$ cat src/rtl/pipe_add.sv
// Pipelined ripple-carry adder: WIDTH bits split into STAGES carry segments, valid/ready on both sides.
// Build option PIPE_ADD_SUB_EN adds a Sub port (A - B - Cin, Cout = no borrow).
module pipe_add #(
  parameter int unsigned WIDTH  = 16,
  parameter int unsigned STAGES = 4
) (
  input  logic             clk,
  input  logic             rst,
  input  logic [WIDTH-1:0] A,
  input  logic [WIDTH-1:0] B,
  input  logic             Cin,
`ifdef PIPE_ADD_SUB_EN
  input  logic             Sub,
`endif
  input  logic             in_valid,
  output logic             in_ready,
  output logic [WIDTH-1:0] Sum,
  output logic             Cout,
  output logic             Ovf,
  output logic             out_valid,
  input  logic             out_ready
);

  localparam int unsigned SEG = WIDTH / STAGES;

  // Per-stage registers: valid, carry out, operands, partial sum
  logic [STAGES-1:0] v;
  logic [STAGES-1:0] c_r;
  logic [WIDTH-1:0]  a_r [STAGES];
  logic [WIDTH-1:0]  b_r [STAGES];
  logic [WIDTH-1:0]  s_r [STAGES];
  logic              ovf_r;

  logic [STAGES-1:0] rdy;
  logic [STAGES-1:0] v_src;
  logic [STAGES-1:0] c_src;
  logic [STAGES-1:0] c_nx;
  logic [WIDTH-1:0]  a_src [STAGES];
  logic [WIDTH-1:0]  b_src [STAGES];
  logic [WIDTH-1:0]  s_src [STAGES];
  logic [WIDTH-1:0]  s_nx  [STAGES];
  logic [SEG:0]      seg;
  logic              ovf_nx;
  logic              r_acc;

  // Stage inputs, segment adds and the backward ready chain
  always_comb begin
    a_src  = '{default: '0};
    b_src  = '{default: '0};
    s_src  = '{default: '0};
    s_nx   = '{default: '0};
    v_src  = '0;
    c_src  = '0;
    c_nx   = '0;
    seg    = '0;
    rdy    = '0;
    r_acc  = out_ready;
    ovf_nx = 1'b0;

    // Subtraction folds into the add as A + ~B + ~Cin at capture time
    a_src[0] = A;
    b_src[0] = B;
    c_src[0] = Cin;
`ifdef PIPE_ADD_SUB_EN
    if (Sub) begin
      b_src[0] = ~B;
      c_src[0] = ~Cin;
    end
`endif
    v_src[0] = in_valid;
    for (int k = 1; k < int'(STAGES); k++) begin
      a_src[k] = a_r[k-1];
      b_src[k] = b_r[k-1];
      c_src[k] = c_r[k-1];
      s_src[k] = s_r[k-1];
      v_src[k] = v[k-1];
    end

    for (int k = 0; k < int'(STAGES); k++) begin
      seg = {1'b0, a_src[k][k*SEG +: SEG]} + {1'b0, b_src[k][k*SEG +: SEG]}
            + (SEG+1)'(c_src[k]);
      s_nx[k] = s_src[k];
      s_nx[k][k*SEG +: SEG] = seg[SEG-1:0];
      c_nx[k] = seg[SEG];
    end

    ovf_nx = (a_src[STAGES-1][WIDTH-1] == b_src[STAGES-1][WIDTH-1]) &&
             (s_nx[STAGES-1][WIDTH-1] != a_src[STAGES-1][WIDTH-1]);

    // A stage can load if it is empty or everything downstream moves
    for (int k = int'(STAGES) - 1; k >= 0; k--) begin
      r_acc  = !v[k] || r_acc;
      rdy[k] = r_acc;
    end
  end

  always_ff @(posedge clk or posedge rst) begin
    if (rst) begin
      v     <= '0;
      c_r   <= '0;
      ovf_r <= 1'b0;
      for (int k = 0; k < int'(STAGES); k++) begin
        a_r[k] <= '0;
        b_r[k] <= '0;
        s_r[k] <= '0;
      end
    end else begin
      for (int k = 0; k < int'(STAGES); k++) begin
        if (rdy[k]) begin
          v[k] <= v_src[k];
          if (v_src[k]) begin
            a_r[k] <= a_src[k];
            b_r[k] <= b_src[k];
            s_r[k] <= s_nx[k];
            c_r[k] <= c_nx[k];
          end
        end
      end
      if (rdy[STAGES-1] && v_src[STAGES-1]) ovf_r <= ovf_nx;
    end
  end

  assign in_ready  = rdy[0] && !rst;
  assign out_valid = v[STAGES-1];
  assign Sum       = s_r[STAGES-1];
  assign Cout      = c_r[STAGES-1];
  assign Ovf       = ovf_r;

endmodule

$ cat config.mk
export PLATFORM = sky130hd
export DESIGN_NAME = pipe_add
export DESIGN_NICKNAME = d
export VERILOG_FILES = /design/src/rtl/pipe_add.sv
export SDC_FILE = /design/constraint.sdc
export NUM_CORES = 1
export LEC_CHECK = 0
export CORE_ASPECT_RATIO = 0.9
export CORE_MARGIN = 2
export CORE_UTILIZATION = 30
export CTS_BUF_LIST = sky130_fd_sc_hd__clkbuf_4
export CTS_CLUSTER_DIAMETER = 30
export DETAILED_ROUTE_END_ITERATION = 6
export HOLD_SLACK_MARGIN = 0.06
export PLACE_DENSITY = 0.52
export SYNTH_ARGS = -nofsm -noshare
export SYNTH_HDL_FRONTEND = slang
export SYNTH_SLANG_ARGS = --single-unit
export TNS_END_PERCENT = 20
$ cat constraint.sdc
create_clock -name clk -period 4.7 [get_ports clk]
set_clock_uncertainty 0.15 [all_clocks]
set_input_delay 0.94 -clock clk [delete_from_list [all_inputs] [get_ports clk]]
set_output_delay 0.94 -clock clk [all_outputs]
set_load 0.005 [all_outputs]
==> summary.md <==
| Metric | Value |
|---|---|
| Clock tree from TritonCTS | `done` |
| Post-Syn Nets | `346` |
| Status | `completed` |
| Maximum ir drop on the vdd rail | `0.000121 V` |
| TritonRoute pass-1 iters | `4` |
| Total power | `0.00252 W` |
| Wire length per cell | `13.7 um` |
| Post-Route WL | `7170 um` |
| Via count of the routed design | `2298` |
| Initial cell density of the core | `30.9%` |
| Buffers from clock root to sink, at most | `2` |
| Crit path time final | `3.33 ns` |
| Launch instance of the worst min-delay path | `s_nx[22]` |
| Placer congestion estimate | `0.746` |
| Sequential-to-total area share from yosys stat | `58.3%` |
| Antenna violation net count after detailed routing | `0` |
| Required time at the worst-slack endpoint | `3.61 ns` |
| Sinks on Clock Net | `97` |
| Die Footprint | `0.0148 mm^2` |
| Vias in the first global route | `2413` |
| Worst min-delay path endpoint | `s_nx[22]` |
| I/O pin cnt | `57` |
| Synthesized instance count | `289` |
| Leading cell types by total area after synthesis | `dfrtp_1, mux2_2, fa_1` |
| Post-route cell area | `0.00500 mm^2` |
| Number of buffers added by the clock tree synthesis step | `9` |
| Final setup violation count | `0` |
| Setup Total Neg Slack | `0 ns` |
| Clock tree root buffer cell | `clkbuf_4` |
| Pin count of the biggest net entering global routing | `71` |
| Share of cells above drive strength 1 | `27.5%` |
| Classification of the worst setup path | `in -> out` |
| Fill cell total of the finished layout | `1280` |
| Dominant cell type by area after synthesis | `dfrtp_1` |
| Fmax | `300 MHz` |
| Power per unit of standard cell area | `504 mW/mm^2` |
| Min-Delay Path Class | `reg -> reg` |
| Chip Width | `128 um` |
| Worst Tran Pin Value | `1.05 ns` |
| Endpoints failing hold | `0` |
| Layout net count | `406` |
| Max stage delay on crit path | `0.50 ns` |
| Crit path arrival time | `2.24 ns` |
| FF+latch count, synth | `97` |
| Number of placement rows | `40` |
| Cell area after placement | `0.00487 mm^2` |
| Max capacitance violation total | `0` |
| Gr ovfl total | `0` |
| Crit Reg-Reg Endpoint | `b_r[44]` |
| HPWL after detailed placement | `5100 um` |
| Reg2reg start | `v[2]` |
| Internal reg-to-reg setup slack | `2.50 ns` |
| Area taken by flip-flops and latches | `0.00243 mm^2` |
| Final worst hold slack | `0.346 ns` |
| H-tree level count | `3` |
| Ordered cell list for the critical path | `clkdlybuf4s50_1, nand4b_4, nor2_1, nor2_1, clkdlybuf4s50_1` |
| RSZ-0062 raised after global routing | `false` |
| Capturing element type of the critical path | `output pin` |
| Area fraction of the dominant cell type after synthesis | `58.3%` |
| Critical path launch point type | `input pin` |
| Number of cell instances on the worst register-to-register path | `4` |
| Detailed Route Iter0 Violations | `145` |
| Relative area change from synthesis to final layout | `20.0%` |
| Wire length of the first global-routing pass | `12100 um` |
| Finished Core Util | `37.1%` |
| Post-cts sizing count | `0` |
| Initial antenna violation count | `1` |
| Number of buffers inserted for hold repair after clock tree synthesis | `0` |
| Synth Cell Area | `0.00417 mm^2` |
| Via/cell ratio | `4.40` |
| Multi-input gate area in the final layout | `0.00160 mm^2` |
| Portion of the clock cycle consumed by the worst path in the final layout | `70.8%` |
| Worst slew margin relative to its limit | `29.5%` |
| Clock insertion delay at the later pin of the skew report | `0.43 ns` |
| Setup fix buffers added after clock tree synthesis | `0` |
| Die height | `116 um` |
| Count of synthesis-stage warnings from yosys | `0` |
| Cell variety after synth | `22` |
| Syn Area/Cell | `14.4 um^2` |
| Critical path fanouts, max | `5` |
| I/O Buffers | `56` |
| Clock-pin slew of the registers on the worst-case setup and hold paths | `0.13 ns` |
| Core area | `0.0135 mm^2` |
| WHS Path Cells | `2` |
| DRC violation count after routing | `0` |
| Global routing usage summed across all routing layers | `10.6%` |
| Leak Pwr | `2.20 nW` |
| Slowest CP cell | `clkdlybuf4s50_1` |
| Final number of max-transition violations | `0` |
-- kinds of logic (layout without fill, tap and decap cells) --
kind of cell / count (synthesis) / in the layout / share of synthesized area (%)
simple gates: 27 / 27 / 3.18
compound gates: 34 / 34 / 4.96
flops: 97 / 97 / 58.3
xor+xnor: 9 / 9 / 1.89
buf+inv: 25 / 89 / 3.42
other cells: 0 / 1 / 0
fa+ha+maj: 20 / 20 / 7.45
mux: 77 / 77 / 20.8
-- flip-flops by register name, indices dropped and copies added, names as in the netlist --
| signal | count |
|---|---|
| v | 4 |
| Sum | 16 |
| b_r | 24 |
| Ovf | 1 |
| c_r | 4 |
| s_nx | 24 |
| a_r | 24 |
-- worst max path at each step --
stage / cells past startpoint / from / to / slack [ns]
floorplan: 1 / rst / Ovf / 1.08
global placement: 5 / out_ready / in_ready / 1.37
detailed placement: 5 / out_ready / in_ready / 1.35
CTS: 5 / out_ready / in_ready / 1.35
global route: 5 / out_ready / in_ready / 1.28
finish: 5 / out_ready / in_ready / 1.37
-- metrics by stage --
step / std cells / setup WS (ns)
2_1_floorplan: 289 / 1.08
3_3_place_gp: 506 / 1.37
3_5_place_dp: 506 / 1.35
4_1_cts: 521 / 1.35
5_1_grt: 522 / 1.28
6_report: 522 / 1.37
-- cell usage in the layout (no fill, tap or decap), drive strengths merged, types with 3 or more instances in the layout --
cell	instances
dfrtp	97
xor2	8
ha	12
a21o	8
clkbuf	10
o21ai	16
clkdlybuf4s50	56
inv	15
mux2	77
nand2	21
buf	3
a21oi	8
fa	8
clkinv	4
-- area by class of cell --
class,instances,share of cell area [%]
flip-flops and latches,97,48.5
multi-input cells,167,31.9
repair buffers,59,11.7
well taps,168,4.20
clock buffers,10,1.50
inverters,15,1.18
clock inverters,5,0.951
diodes,1,0.0501
-- worst max-delay path, delay by kind of cell --
| kind | cells | cell delay, ns |
|---|---|---|
| buffers and inverters | 2 | 0.99 |
| AND/OR/NAND/NOR | 3 | 0.30 |
-- synth_stat cells --
master    count
dfrtp_1      97
mux2_2       77
nand2_1      20
inv_1        15
o21ai_0      15
ha_1         12
a21o_1        8
a21oi_1       8
fa_1          8
xor2_1        8
buf_6         5
buf_2         3
buf_4         2
nand2b_1      2
nor2_1        2
nand2_2       1
nand3b_1      1
nand4b_4      1
o21ai_4       1
o21bai_1      1
o31ai_1       1
xnor2_1       1
-- where the power goes --
part           total, W  internal [W]  leakage (nW)  switching [W]
logic          0.000826      0.000508         0.984       0.000318
registers       0.00128       0.00111          1.15       0.000170
clock network  0.000413      0.000161        0.0711       0.000252
-- layer usage --
| metal | part of all wire, % | global-route usage (%) |
|---|---|---|
| met4 | 1.8 | 4.84 |
| met2 | 45 | 16.0 |
| met1 | 49 | 14.4 |
| met3 | 4.1 | 2.72 |
| met5 | 0 | 0 |
Note: power is estimated with default switching activity, not from simulation.
